==> src/rtl/timer_scheduler_if.sv <==
// Request/grant bundle between requesters and the shared timer_scheduler.
// master drives requests and durations; slave is the scheduler.
interface timer_scheduler_if #(
  parameter int NREQ  = 4,
  parameter int WIDTH = 8
);
  logic [NREQ-1:0]       req;
  logic [NREQ*WIDTH-1:0] dur;
  logic [NREQ-1:0]       grant;
  logic [NREQ-1:0]       done;
  logic                  busy;
  logic                  tick;
  logic [WIDTH-1:0]      remaining;

  modport master (output req, dur, input grant, done, busy, tick, remaining);
  modport slave  (input req, dur, output grant, done, busy, tick, remaining);
endinterface

==> src/rtl/timer_scheduler.sv <==
// Round-robin owner of one prescaled down-counting timer shared by NREQ requesters.
// Optional macro TIMER_SCHEDULER_ABORT_EN: owner dropping req during RUN aborts the run.
module timer_scheduler #(
  parameter int NREQ    = 4,
  parameter int WIDTH   = 8,
  parameter int TICKDIV = 100_000
) (
  input logic              clk,
  input logic              reset,
  timer_scheduler_if.slave bus
);
  localparam int IW = (NREQ > 1) ? $clog2(NREQ) : 1;
  localparam int PW = (TICKDIV > 1) ? $clog2(TICKDIV) : 1;
  localparam logic [PW-1:0] PRESC_MAX = PW'(TICKDIV - 1);
  localparam logic [IW-1:0] LAST_RST  = IW'(NREQ - 1);

  typedef enum logic [1:0] {S_IDLE = 2'd0, S_RUN = 2'd1, S_DONE = 2'd2} state_t;

  state_t           r_state;
  logic [NREQ-1:0]  r_grant;
  logic [NREQ-1:0]  r_done;
  logic             r_busy;
  logic             r_tick;
  logic [WIDTH-1:0] r_remaining;
  logic [PW-1:0]    r_presc;
  logic [IW-1:0]    r_last;

  logic [IW-1:0]    w_winner;
  logic             w_found;
  logic [WIDTH-1:0] w_dur_arr [NREQ];
  logic [WIDTH-1:0] w_win_dur;
  logic [PW-1:0]    w_presc_inc;

  for (genvar g = 0; g < NREQ; g++) begin : g_dur
    assign w_dur_arr[g] = bus.dur[g*WIDTH +: WIDTH];
  end

  assign w_win_dur   = w_dur_arr[w_winner];
  assign w_presc_inc = r_presc + PW'(1);

  // Round-robin search starting just after the previous owner, wrapping around.
  always_comb begin
    logic [IW-1:0] idx;
    logic          hit;
    w_winner = r_last;
    w_found  = 1'b0;
    for (int i = 1; i <= NREQ; i++) begin
      idx      = IW'((int'(r_last) + i) % NREQ);
      hit      = bus.req[idx] & ~w_found;
      w_winner = hit ? idx : w_winner;
      w_found  = w_found | hit;
    end
  end

  // Scheduler FSM; every output is a register updated alongside the state.
  always_ff @(posedge clk) begin
    if (reset) begin
      r_state     <= S_IDLE;
      r_grant     <= '0;
      r_done      <= '0;
      r_busy      <= 1'b0;
      r_tick      <= 1'b0;
      r_remaining <= '0;
      r_presc     <= '0;
      r_last      <= LAST_RST;
    end else begin
      case (r_state)
        S_IDLE: begin
          r_done  <= '0;
          r_presc <= '0;
          if (w_found) begin
            r_state     <= S_RUN;
            r_grant     <= NREQ'(1) << w_winner;
            r_remaining <= w_win_dur;
            r_last      <= w_winner;
            r_busy      <= 1'b1;
            r_tick      <= (TICKDIV == 1) && (w_win_dur != '0);
          end else begin
            r_grant <= '0;
            r_busy  <= 1'b0;
            r_tick  <= 1'b0;
          end
        end
        S_RUN: begin
`ifdef TIMER_SCHEDULER_ABORT_EN
          if (!bus.req[r_last]) begin
            r_state     <= S_IDLE;
            r_grant     <= '0;
            r_busy      <= 1'b0;
            r_tick      <= 1'b0;
            r_remaining <= '0;
            r_presc     <= '0;
          end else
`endif
          if (r_remaining == '0) begin
            // Zero-length run: one RUN cycle, no tick.
            r_state <= S_DONE;
            r_done  <= r_grant;
            r_tick  <= 1'b0;
            r_presc <= '0;
          end else if (r_presc == PRESC_MAX) begin
            r_presc     <= '0;
            r_remaining <= r_remaining - WIDTH'(1);
            if (r_remaining == WIDTH'(1)) begin
              r_state <= S_DONE;
              r_done  <= r_grant;
              r_tick  <= 1'b0;
            end else begin
              r_tick <= (TICKDIV == 1);
            end
          end else begin
            r_presc <= w_presc_inc;
            r_tick  <= (w_presc_inc == PRESC_MAX);
          end
        end
        S_DONE: begin
          r_state     <= S_IDLE;
          r_grant     <= '0;
          r_done      <= '0;
          r_busy      <= 1'b0;
          r_tick      <= 1'b0;
          r_remaining <= '0;
          r_presc     <= '0;
        end
        default: begin
          r_state     <= S_IDLE;
          r_grant     <= '0;
          r_done      <= '0;
          r_busy      <= 1'b0;
          r_tick      <= 1'b0;
          r_remaining <= '0;
          r_presc     <= '0;
        end
      endcase
    end
  end

  assign bus.grant     = r_grant;
  assign bus.done      = r_done;
  assign bus.busy      = r_busy;
  assign bus.tick      = r_tick;
  assign bus.remaining = r_remaining;
endmodule

==> src/flat_wrapper.sv <==
// flat-port wrapper written by rule: the top's interface ports become plain ports
module timer_scheduler_flat 
#(
  parameter int NREQ    = 4,
  parameter int WIDTH   = 8,
  parameter int TICKDIV = 100_000
)
  (clk, reset, bus_req, bus_dur, bus_grant, bus_done, bus_busy, bus_tick, bus_remaining);
  timer_scheduler_if #(.NREQ(NREQ), .WIDTH(WIDTH)) bus_i ();
  input logic clk;
  input logic reset;
  input wire logic [$bits(bus_i.req)-1:0] bus_req;
  input wire logic [$bits(bus_i.dur)-1:0] bus_dur;
  output wire logic [$bits(bus_i.grant)-1:0] bus_grant;
  output wire logic [$bits(bus_i.done)-1:0] bus_done;
  output wire logic [$bits(bus_i.busy)-1:0] bus_busy;
  output wire logic [$bits(bus_i.tick)-1:0] bus_tick;
  output wire logic [$bits(bus_i.remaining)-1:0] bus_remaining;
  assign bus_i.req = bus_req;
  assign bus_i.dur = bus_dur;
  assign bus_grant = bus_i.grant;
  assign bus_done = bus_i.done;
  assign bus_busy = bus_i.busy;
  assign bus_tick = bus_i.tick;
  assign bus_remaining = bus_i.remaining;
  timer_scheduler #(.NREQ(NREQ), .WIDTH(WIDTH), .TICKDIV(TICKDIV)) u_core (.clk(clk), .reset(reset), .bus(bus_i));
endmodule
==> config.mk <==
export PLATFORM = sky130hd
export DESIGN_NAME = timer_scheduler_flat
export DESIGN_NICKNAME = d
export VERILOG_FILES = /design/src/rtl/timer_scheduler_if.sv /design/src/rtl/timer_scheduler.sv /design/src/flat_wrapper.sv
export SDC_FILE = /design/constraint.sdc
export NUM_CORES = 1
export LEC_CHECK = 0
export CAP_MARGIN = 15
export CORE_UTILIZATION = 45
export CTS_CLUSTER_DIAMETER = 30
export DETAILED_ROUTE_END_ITERATION = 8
export PLACE_DENSITY = 0.83
export SETUP_SLACK_MARGIN = 0.4
export SYNTH_ARGS = -nofsm -noshare
export SYNTH_HDL_FRONTEND = slang
export SYNTH_SLANG_ARGS = --single-unit
export TNS_END_PERCENT = 5
==> constraint.sdc <==
create_clock -name clk -period 2.1 [get_ports clk]
set_clock_uncertainty 0.2 [all_clocks]
set_input_delay 0.21 -clock clk [delete_from_list [all_inputs] [get_ports clk]]
set_output_delay 0.21 -clock clk [all_outputs]
set_load 0.02 [all_outputs]
Word-level counts from Yosys, hierarchy flattened
Index checks and enable logic that the tools add are counted.
{"block": "totals", "in_bits": 38, "wordCells": 81, "register_bits": 39}
{"block": "op_classes", "muxes": 31, "bitwise": 11, "addsub": 6, "n_reduce_logical": 10, "n_lt_le_gt_ge": 5, "n_shift": 1, "n_eq_ne": 9}
{"op": "$mux 8", "count": 5}
{"op": "$eq 17x17->1 const B", "count": 2}
{"op": "$add 17x1->17 const B", "count": 1}
{"op": "$bmux 8 s2", "count": 1}
{"op": "$mux 2", "count": 8}
{"op": "$mux 4", "count": 4}
{"op": "$pmux 8 s2", "count": 1}
{"op": "$lt 2x3->1 const B", "count": 4}
{"op": "$bmux 1 s2", "count": 4}
{"op": "$eq 8x1->1 const B", "count": 1}
{"op": "$logic_not 8->1", "count": 1}
{"op": "$pmux 4 s2", "count": 1}
{"op": "$sub 8x1->8 const B", "count": 1}
{"op": "$ne 3x1->1 const B", "count": 2}
{"op": "$reduce_and 3->1", "count": 2}
{"op": "$mux 1", "count": 5}
{"op": "$add 2x1->2 const B", "count": 2}
{"op": "$add 2x2->2 const B", "count": 2}
{"op": "$ne 2x1->1 const B", "count": 2}
{"op": "$not 1->1", "count": 4}
{"op": "$pmux 2 s2", "count": 1}
{"op": "$reduce_and 2->1", "count": 2}
{"op": "$reduce_bool 2->1", "count": 2}
{"op": "$reduce_or 4->1", "count": 1}
{"op": "other kinds (10)", "count": 14}

Logic depth before layout (Yosys ltp)
{"block": "logic_depth", "depth_word": 18, "mapped_depth": 8, "depth_no_buf": 7}

Worst setup path before layout
No wires, ideal clock.
{"block": "synth_path", "kind": "register -> register", "start": "register u_core.r_presc[13]", "end": "register u_core.r_remaining[0] (netlist: u_core.bus.remaining[0])", "setup_time_ns": 0.122, "required_time_ns": 1.778, "setup_slack_ns": -0.207, "path_stages_with_launch": 8, "path_buffers": 2, "t_arrival_ns": 1.985, "cell_sequence": "dfxtp_1 buf_6 or4_4 nor4_4 and2_1 buf_6 o22ai_2 a221o_1"}
{"block": "synth_via", "elab_chain_len": 3}
{"item": "start, declared", "line_no": "timer_scheduler.sv:25", "rtl": "logic [PW-1:0] r_presc;"}
{"item": "start signal, assigned", "line_no": "timer_scheduler.sv:112", "rtl": "r_presc <= w_presc_inc;"}
{"item": "$eq 17x17->1", "line_no": "timer_scheduler.sv:101", "rtl": "end else if (r_presc == PRESC_MAX) begin"}
{"item": "$ne 2x1->1 (no source line)"}
{"item": "$reduce_and 3->1 (no source line)"}
{"item": "end signal, assigned", "line_no": "timer_scheduler.sv:74", "rtl": "r_remaining <= w_win_dur;"}
{"item": "end signal, assigned", "line_no": "timer_scheduler.sv:103", "rtl": "r_remaining <= r_remaining - WIDTH'(1);"}
{"item": "end, declared", "line_no": "timer_scheduler.sv:24", "rtl": "logic [WIDTH-1:0] r_remaining;"}
No other way between the ends.
A chain may end at the register's enable or synchronous reset.

Worst setup path in the final report
{"block": "layout_path", "start": "register u_core.r_presc[11]", "end": "register u_core.r_remaining[7] (netlist: u_core.bus.remaining[7])"}
Same word-level chain as after synthesis.

==> results.yml <==
timing:
  setup-violations-final: 14
  maxSlewHeadroom: 0.674
  worst-slew-pin-transition_ns: 0.488
  smallest_hold_slack_ns: 0.251
  final-hold-violation-count: 0
  fmax_mhz: 443
  fin_ws_ns: -0.156
  grt_setup_unrepaired: "yes"
  timing.final.max_slew_violations: 0
  minimum_clock_period_ns: 2.26
  finalCritPeriodShare: 1.07
clock_network:
  worstSkewPairLatency_ns: 0.29
  tritoncts_clock_tree: "built"
  cts_buffer_depth: 2
  cts_made_buffers: 5
  clk_tree_root_cell: "sky130_fd_sc_hd__clkbuf_8"
  postCtsHoldBufs: 0
  cts.sinks: 39
  htree_levels: 2
  clk_pin_slew_ns: 0.08
place:
  portBuffers: 55
  hpwlAfterDp_mm: 5.05
  placement.setup.worst_slack_ns: -0.231
  routabilityCongestion: 0.947
  detailed_place.area_mm2: 0.00330
drt:
  detail_route.iter0.violations: 197
  dr_total_vias: 2648
  route.detailed.drc: 0
  ant_nets: 0
  drt-pass1-iter-count: 4
  vias_per_cell: 5.71
  wire_length_per_cell_um: 15.3
  wl_mm: 7.09
finish:
  nNetsFinal: 439
  area_growth_syn_to_layout_pct: 55.0
  drive_gt1_frac: 0.272
  final.fill_count: 365
  final_area_mm2: 0.00355
  antenna_cells: 0
power:
  power.internal_mw: 2.10
  vdd_drop_max_mv: 0.828
  power_per_cell_area_mw_per_mm2: 1040
  part_of_the_total_power_dissipated_in_combinational_logic: 0.580
  sequentialPowerShare: 0.285
  power.static_leakage_nw: 1.50
  power.clock.fraction: 0.135
  total_switching_power_mw: 1.59
  power.switching_fraction: 0.430
synthesis:
  syn_area_per_cell_um2: 7.97
  ys_async_sr_fraction: 0
  mappedNetlistNets: 330
  syn-cell-area_mm2: 0.00229
  synth-seq-area-share: 0.341
  synth-edff-count: 0
  synth_flop_cell: "sky130_fd_sc_hd__dfxtp_1"
  yosys_register_bits: 39
  synth.distinct_cells: 50
  syn-instance-count: 287
  synth-warning-count: 0
global_routing:
  grt_start_max_net_pins: 17
  grt.overflow.total: 0
  global_route_usage_sum: 0.275
  via_count_of_the_first_global_routing_pass: 2451
  grt_pass1_wl_mm: 11.2
  initial_antenna_violation_count: 0
worst_setup_path:
  r2r_start: "u_core.r_presc[11]"
  worstPathMaxFanout: 4
  startpoint: "u_core.r_presc[11]"
  critical_path.startpoint_type: "flip-flop"
  setup.worst_path.end_class: "flip-flop"
  critPathKind: "flip-flop to flip-flop"
  worst_ep_arrival_time_ns: 2.24
  cp_data_required_time_ns: 2.08
hold_path:
  hp-class: "flip-flop to flip-flop"
  min-delay-start: "u_core.bus.busy"
floorplan:
  row_count: 25
  die_area_mm2: 0.00537
  placeableCoreArea_mm2: 0.00482
  die_height_um: 73.3
  die_width_um: 73.3
  design.portCount: 56
  starting_density_of_the_core: 0.475
outcome:
  outcome: "complete, but fails checks"
  violations: "setup timing"
job:
  max_cap_violations: 0
kinds of logic after synthesis:
kind of cell	synth area share
flops	0.341
xor+xnor	0.0574
compound gates	0.204
fa+ha+maj	0.0273
buf+inv	0.0388
mux	0.0131
simple gates	0.318
final cells by class:
class / instances / area [µm²] / share of cell area
clock buffers: 7 / 76.3 / 0.0215
clock inverters: 1 / 5.00 / 0.00141
inverters: 8 / 30.0 / 0.00847
multi-input cells: 229 / 1550 / 0.436
flip-flops and latches: 39 / 792 / 0.223
well taps: 67 / 83.8 / 0.0236
repair buffers: 113 / 1010 / 0.286
synthesized netlist by cell type (8+ instances only):
cell type | instances | area (µm²)
sky130_fd_sc_hd__a211oi_1 | 8 | 60.1
sky130_fd_sc_hd__dfxtp_1 | 39 | 781
sky130_fd_sc_hd__and3_1 | 13 | 81.3
sky130_fd_sc_hd__nand3_1 | 22 | 110
sky130_fd_sc_hd__nor2_1 | 32 | 120
sky130_fd_sc_hd__a21oi_1 | 10 | 50.1
sky130_fd_sc_hd__inv_1 | 8 | 30.0
sky130_fd_sc_hd__nand2_1 | 31 | 116
sky130_fd_sc_hd__o21ai_0 | 15 | 75.1
sky130_fd_sc_hd__nor3_1 | 10 | 50.1
sky130_fd_sc_hd__xnor2_1 | 8 | 70.1
layer usage:
| layer | routed length [µm] | part of all wire | GRT usage | vias up |
|---|---|---|---|---|
| met1 | 3020 | 0.43 | 0.353 | 1237 |
| met2 | 3370 | 0.47 | 0.439 | 122 |
| met5 | 0 | 0 | 0 | - |
| met4 | 207 | 0.029 | 0.139 | 0 |
| met3 | 495 | 0.070 | 0.0549 | 30 |
| li1 | - | - | - | 1259 |
metrics by stage:
step            util  setup TNS, ns  std cells  power, mW
2_1_floorplan      -         -0.503        287       2.12
3_3_place_gp   0.685          -1.80        454       2.93
3_5_place_dp   0.685          -2.25        454       2.98
4_1_cts        0.727          -1.05        464       3.63
5_1_grt        0.736          -2.42        464       3.89
6_report       0.736          -1.37        464       3.69
path summary, 6_finish.rpt:
check,end,slack [ns],depth (start not counted)
setup / recovery,u_core.bus.remaining[7],-0.16,7
hold reg to reg,u_core.bus.busy,0.25,2
hold / removal,u_core.bus.busy,0.25,2
setup reg to reg,u_core.bus.remaining[7],-0.16,7
cell usage in the layout, fill, tap and decap left out, types with 3 or more instances in the layout:
cell type                         Yosys  final
sky130_fd_sc_hd__nand4b_1             3      3
sky130_fd_sc_hd__a211o_1              5      5
sky130_fd_sc_hd__dfxtp_2              0      6
sky130_fd_sc_hd__a31o_2               5      5
sky130_fd_sc_hd__a21oi_1             10      6
sky130_fd_sc_hd__dlymetal6s2s_1       0     10
sky130_fd_sc_hd__o211ai_1             3      3
sky130_fd_sc_hd__nor2_2               0      4
sky130_fd_sc_hd__and3_1              13     13
sky130_fd_sc_hd__o21ai_1              0      9
sky130_fd_sc_hd__xnor2_1              8      8
sky130_fd_sc_hd__nor3_1              10      6
sky130_fd_sc_hd__dlygate4sd2_1        0      6
sky130_fd_sc_hd__a211oi_1             8      8
sky130_fd_sc_hd__or2_2                3      3
sky130_fd_sc_hd__nand2b_1             6      5
sky130_fd_sc_hd__clkdlybuf4s50_1      0     39
sky130_fd_sc_hd__nand4_1              4      4
sky130_fd_sc_hd__o21ai_0             15      6
sky130_fd_sc_hd__inv_1                8      8
sky130_fd_sc_hd__buf_6                2      3
sky130_fd_sc_hd__nor3_2               0      4
sky130_fd_sc_hd__xor2_1               7      6
sky130_fd_sc_hd__dfxtp_1             39     32
sky130_fd_sc_hd__nand2_1             31     30
sky130_fd_sc_hd__clkbuf_8             0      5
sky130_fd_sc_hd__a21oi_2              0      3
sky130_fd_sc_hd__buf_4                0     55
sky130_fd_sc_hd__ha_1                 5      4
sky130_fd_sc_hd__nor2_1              32     26
sky130_fd_sc_hd__mux2i_1              3      3
sky130_fd_sc_hd__nand3_1             22     21
registers in the layout (all words and copies together), names as in the netlist:
name,cells
u_core.bus.grant,4
u_core.bus.remaining,8
u_core.r_presc,17
u_core.r_state,2
u_core.bus.busy,1
u_core.r_last,2
u_core.bus.tick,1
u_core.bus.done,4
critical path, cell delays in order, from the launching register on:
cell and delay, ns:
sky130_fd_sc_hd__dfxtp_2 0.32, sky130_fd_sc_hd__or4_4 0.56, sky130_fd_sc_hd__nor4_4 0.38, sky130_fd_sc_hd__buf_4 0.20, sky130_fd_sc_hd__and4_1 0.19, sky130_fd_sc_hd__o21ai_1 0.06, sky130_fd_sc_hd__a21boi_1 0.14, sky130_fd_sc_hd__a21oi_1 0.09
repair_timing:
action,CTS,global route
hold endpoints to repair,0,0
setup endpoints to repair,45,47
resized for setup,47,18
pin swaps,33,5
cloned,1,0
setup buffers,1,0
power groups by stage:
stage | clock network (mW) | logic [mW] | registers [mW]
final | 0.497 | 2.14 | 1.05
after global routing | 0.537 | 2.29 | 1.07
after CTS | 0.503 | 2.09 | 1.04
after detailed placement | 0 | 1.94 | 1.05
after global placement | 0 | 1.88 | 1.05
after floorplan | 0 | 0.945 | 1.17
Note: power is estimated with default switching activity, not from simulation.
